File: src/rtl/mod_execute.sv
// Execute stage: single-cycle ALU ops plus an iterative radix-2 shift-add
// unsigned 64x64 multiply, with a one-entry EX/WB output register.
package mod_execute_pkg;
   typedef struct packed {
      logic [63:0] pc_contents;
      logic [63:0] alu_result;
      logic [63:0] alu_ext_result;
      logic [7:0]  ctl_opcode;
      logic [3:0]  ctl_regByte;
      logic [3:0]  ctl_rmByte;
      logic        sim_end;
   } ex_wb_t;
endpackage

module mod_execute
   import mod_execute_pkg::*;
#(
   parameter int MUL_CYCLES = 64
) (
   input  logic        clk,
   input  logic        reset,
   input  logic        idex_valid,
   output logic        idex_ready,
   input  logic [63:0] idex_pc,
   input  logic [7:0]  idex_opcode,
   input  logic [3:0]  idex_regByte,
   input  logic [3:0]  idex_rmByte,
   input  logic [2:0]  idex_ext,
   input  logic [63:0] idex_op_a,
   input  logic [63:0] idex_op_b,
   input  logic        idex_sim_end,
   output ex_wb_t      exwb,
   output logic        exwb_valid,
   input  logic        can_writeback,
   output logic        busy
);

   localparam logic [1:0] S_IDLE = 2'd0;
   localparam logic [1:0] S_MUL  = 2'd1;
   localparam logic [1:0] S_DONE = 2'd2;
   localparam int         CW     = $clog2(MUL_CYCLES + 1);

   logic [1:0]   state_q, state_d;
   logic [CW-1:0] cnt_q, cnt_d;
   logic [63:0]  mcand_q, mcand_d;
   logic [127:0] prod_q, prod_d;
   ex_wb_t       pend_q, pend_d;
   ex_wb_t       exwb_q, exwb_d;
   logic         vld_q, vld_d;

   logic         slot_free, accept, is_mul;
   ex_wb_t       ctl;

   // One shift-add step: the multiplier sits in the low half and is shifted
   // out as the partial product grows into the high half.
   function automatic logic [127:0] mul_step(input logic [127:0] p, input logic [63:0] m);
      logic [64:0] s;
      s = {1'b0, p[127:64]} + (p[0] ? {1'b0, m} : 65'd0);
      return {s, p[63:1]};
   endfunction

   assign slot_free  = !vld_q || can_writeback;
   assign idex_ready = (state_q == S_IDLE) && slot_free;
   assign accept     = idex_valid && idex_ready;
   assign is_mul     = (idex_opcode == 8'd247) && (idex_ext == 3'd4);
   assign busy       = (state_q != S_IDLE);
   assign exwb       = exwb_q;
   assign exwb_valid = vld_q;

   // Control capture and single-cycle ALU result for the offered instruction
   always_comb begin
      ctl                = '0;
      ctl.pc_contents    = idex_pc;
      ctl.ctl_opcode     = idex_opcode;
      ctl.ctl_regByte    = idex_regByte;
      ctl.ctl_rmByte     = idex_rmByte;
      ctl.sim_end        = idex_sim_end;
      unique casez (idex_opcode)
         8'h01:     ctl.alu_result = idex_op_a + idex_op_b;
         8'h29:     ctl.alu_result = idex_op_a - idex_op_b;
         8'h21:     ctl.alu_result = idex_op_a & idex_op_b;
         8'h09:     ctl.alu_result = idex_op_a | idex_op_b;
         8'h31:     ctl.alu_result = idex_op_a ^ idex_op_b;
         8'h5?:     ctl.alu_result = idex_op_a;
         8'hC3, 8'hE8, 8'hFF: ctl.alu_result = idex_pc;
         default:   ctl.alu_result = idex_op_b;
      endcase
   end

   // Next-state: accept, iterate the multiply, and load the EX/WB slot
   always_comb begin
      state_d = state_q;
      cnt_d   = cnt_q;
      mcand_d = mcand_q;
      prod_d  = prod_q;
      pend_d  = pend_q;
      exwb_d  = exwb_q;
      vld_d   = vld_q && !can_writeback;
      case (state_q)
         S_IDLE: begin
            if (accept) begin
               if (is_mul) begin
                  // First iteration runs on the accept edge so the result is
                  // ready to load MUL_CYCLES edges later.
                  mcand_d = idex_op_a;
                  prod_d  = mul_step({64'd0, idex_op_b}, idex_op_a);
                  cnt_d   = CW'(1);
                  pend_d  = ctl;
                  state_d = (MUL_CYCLES == 1) ? S_DONE : S_MUL;
               end else begin
                  exwb_d = ctl;
                  vld_d  = 1'b1;
               end
            end
         end
         S_MUL: begin
            prod_d = mul_step(prod_q, mcand_q);
            cnt_d  = cnt_q + CW'(1);
            if (cnt_q == CW'(MUL_CYCLES - 1)) state_d = S_DONE;
         end
         S_DONE: begin
            if (slot_free) begin
               exwb_d                = pend_q;
               exwb_d.alu_result     = prod_q[63:0];
               exwb_d.alu_ext_result = prod_q[127:64];
               vld_d                 = 1'b1;
               cnt_d                 = '0;
               state_d               = S_IDLE;
            end
         end
         default: state_d = S_IDLE;
      endcase
   end

   // State registers; reset aborts any multiply in flight
   always_ff @(posedge clk or negedge reset) begin
      if (!reset) begin
         state_q <= S_IDLE;
         cnt_q   <= '0;
         mcand_q <= '0;
         prod_q  <= '0;
         pend_q  <= '0;
         exwb_q  <= '0;
         vld_q   <= 1'b0;
      end else begin
         state_q <= state_d;
         cnt_q   <= cnt_d;
         mcand_q <= mcand_d;
         prod_q  <= prod_d;
         pend_q  <= pend_d;
         exwb_q  <= exwb_d;
         vld_q   <= vld_d;
      end
   end

endmodule
File: config.mk
export PLATFORM = sky130hd
export DESIGN_NAME = mod_execute
export DESIGN_NICKNAME = d
export VERILOG_FILES = /design/src/rtl/mod_execute.sv
export SDC_FILE = /design/constraint.sdc
export NUM_CORES = 2
export LEC_CHECK = 0
export BUFFER_PORTS_ARGS = -buffer_cell sky130_fd_sc_hd__clkbuf_2
export CAP_MARGIN = 25
export CELL_PAD_IN_SITES_DETAIL_PLACEMENT = 0
export CELL_PAD_IN_SITES_GLOBAL_PLACEMENT = 1
export CORE_ASPECT_RATIO = 1.25
export CORE_UTILIZATION = 45
export DETAILED_ROUTE_END_ITERATION = 16
export PLACE_DENSITY = 0.78
export SLEW_MARGIN = 10
export SYNTH_ARGS = -nofsm -noshare
export SYNTH_HDL_FRONTEND = slang
export SYNTH_SLANG_ARGS = --single-unit
File: constraint.sdc
create_clock -name clk -period 4.02 [get_ports clk]
set_clock_uncertainty 0.2 [all_clocks]
set_input_delay 0 -clock clk [delete_from_list [all_inputs] [get_ports clk]]
set_output_delay 0 -clock clk [all_outputs]
set_load 0.1 [all_outputs]
==> results.sh <==
export IMPL_dp_hpwl_um=102000
export IMPL_multi_input_area_mm2=0.0216
export IMPL_rrSetupSlack_ps=200
export IMPL_ir_worst_vdd_mv=0.764
export IMPL_slew_headroom=0.365
export IMPL_syn_cell_area_mm2=0.0345
export IMPL_portBuffers=427
export IMPL_rows=113
export IMPL_clk_pin_slew_ps=70
export IMPL_drv_cap=0
export IMPL_antenna_found_initial=14
export IMPL_die_w_um=250
export IMPL_ios=428
export IMPL_hold_path_depth=3
export IMPL_globalplace_congestion=0.924
export IMPL_violations="setup timing"
export IMPL_die_h_um=311
export IMPL_seqCellArea_mm2=0.0123
export IMPL_synth_edf_count=0
export IMPL_crit_path_max_fanout=4
export IMPL_ys_seq_elements=492
export IMPL_p_leak_nw=22.9
export IMPL_synth_area_leaders="dfrtp_1, ha_1, mux2i_1, nand2_1, o21ai_0"
export IMPL_cp_arrival_ps=4800
export IMPL_postPlaceCellArea_mm2=0.0411
export IMPL_initial_utilization=0.454
export IMPL_htree_levels=2
export IMPL_reg2reg_from="prod_q[0]"
export IMPL_nets=5528
export IMPL_r2r_cells=16
export IMPL_crit_path_end_kind="flip-flop"
export IMPL_yosysMostFrequentCell="nand2_1"
export IMPL_die_area_mm2=0.0777
export IMPL_ant_nets=0
export IMPL_yosys_area_top_type="dfrtp_1"
export IMPL_nFillCells=6775
export IMPL_startpoint="idex_op_b[12]"
export IMPL_postSynthCellCount=4003
export IMPL_crit_type="in -> reg"
export IMPL_syn_avg_cell_area_um2=8.61
export IMPL_synth_fp_nets=4482
export IMPL_post_route_min_period_ps=4440
export IMPL_status="complete, but fails checks"
export IMPL_synth_cell_types=80
export IMPL_rsz0062_at_grt="yes"
export IMPL_hold_end="pend_q[202]"
export IMPL_final_util=0.620
export IMPL_worst_pin_slew_ps=952
export IMPL_grt_overflow_total=0
export IMPL_drv_slew=0
export IMPL_ys_flop_type="dfrtp_1"
export IMPL_coreArea_mm2=0.0759
export IMPL_placed_cells=5649
export IMPL_yosys_area_top_type_share=0.357
export IMPL_fin_hold_ws_ps=34.5
export IMPL_place_ws_ps=-1150
export IMPL_p_per_area_mw_per_mm2=565
export IMPL_tns_ps=-5470
export IMPL_drc=0
export IMPL_cts_tree="built"
export IMPL_yosysWarnings=0
export IMPL_hold_path_class="in -> reg"
export IMPL_drt_wl_total_um=138000
export IMPL_cts_root_buf="clkbuf_16"
export IMPL_final_area_mm2=0.0471
export IMPL_setup_ws_ps=-422
export IMPL_grtUsageTotal=0.349
export IMPL_routed_via_count=35200
export IMPL_wl_per_cell_um=22.7
export IMPL_cts_path_max_buffers=3
export IMPL_fin_crit_sh=1.11
export IMPL_rr_endpoint="prod_q[123]"
export IMPL_drive_gt1_frac=0.256
export IMPL_drt_first_iter_violations=2604
export IMPL_hold_violations=0
export IMPL_fmax_mhz=225
export IMPL_ys_seq_area_frac=0.357
export IMPL_grt_pass1_wl_um=209000
export IMPL_cts_sinks=492
export IMPL_start_kind="input pin"
export IMPL_worst_ep_required_time_ps=4380
export IMPL_first_global_vias=35200
export IMPL_power_mw=26.6
export IMPL_drt_pass1_iterations=5
export IMPL_clock_latency_ps=650
export IMPL_viasPerCell=5.79
export IMPL_grt_max_degree=191
export IMPL_area_growth_pct=36.5
export IMPL_async_reset_ff_frac=1.00
export IMPL_layoutNonFillerInstCount=6080
export IMPL_netlist_top_cells_count="nand2_1, dfrtp_1, o21ai_0, ha_1, a21oi_1"
export IMPL_cts_made_buffers=53
export IMPL_setup_viol=28
export IMPL_hold_start="idex_pc[57]"
-- sequential cells by signal (all words and copies together) (netlist names) --
name,flops
pend_q,81
state_q,2
cnt_q,7
exwb,209
exwb_valid,1
prod_q,128
mcand_q,64
-- cells in the final DEF (no fill, tap or decap), drive strengths merged, types with 25 or more instances in the layout --
cell type and count:
mux2 75, xor2 43, buf 546, and2 75, inv 168, or3 26
ha 261, xnor2 124, nor4 25, a221oi 69, o21ai 412, o221ai 68
o21bai 30, nor2 205, dfrtp 492, dlygate4sd3 279, nor3 59, a31oi 37
clkbuf 496, nand3 103, a21oi 248, nand4 41, a21o 89, nand2 580
a211oi 48, mux2i 218
-- routing by layer --
metal  up-vias  track usage  wire [um]
met4         8        0.152       6430
li1      16500            -          -
met1     17100        0.457      58500
met5         -            0         57
met2      1256        0.571      64000
met3       284       0.0514       8810
-- critical path: stages --
cell and delay, ps:
buf_6 90, or4_4 540, or3_4 340, or3_4 340, or3_4 390, buf_4 160, buf_6 120, o31ai_4 170
xnor2_1 140, ha_1 270, buf_6 140, a21o_1 190, a21oi_2 130, o22ai_1 90, a211oi_1 210, buf_4 170
o211ai_1 90, buf_4 170, buf_6 120, a21o_4 240, a31oi_4 150, xnor2_1 160, a21oi_1 120, nor3_1 250
-- cell type report --
class                   instances  area share
repair buffers               1248       0.200
flip-flops and latches        492       0.262
multi-input cells            3087       0.459
well taps                     977      0.0260
clock inverters                25     0.00750
diodes                         11    0.000585
inverters                     167      0.0133
clock buffers                  73      0.0319
-- worst max path at each step --
stage,to,cells after the start
finish,exwb[128],24
global route,exwb[128],25
CTS,exwb[144],19
detailed placement,exwb[142],19
global placement,exwb[144],19
floorplan,exwb[144],19
-- kinds of logic after synthesis --
| kind of cell | synth area share |
|---|---|
| compound gates | 0.214 |
| xor+xnor | 0.0426 |
| fa+ha+maj | 0.0959 |
| buf+inv | 0.0463 |
| flops | 0.357 |
| mux | 0.0878 |
| simple gates | 0.157 |
-- timing repair --
item	in CTS	in global routing
setup endpoints to repair	31	54
cloned	0	0
setup buffers	30	21
hold endpoints to repair	906	0
resized for setup	109	117
pin swaps	67	102
hold buffers	280	0
-- where the power goes --
part	switching [mW]	internal, mW	total [mW]
Sequential	1.10	6.30	7.40
Combinational	10.3	3.54	13.9
Clock	2.27	3.02	5.29
Note: power is estimated with default switching activity, not from simulation.
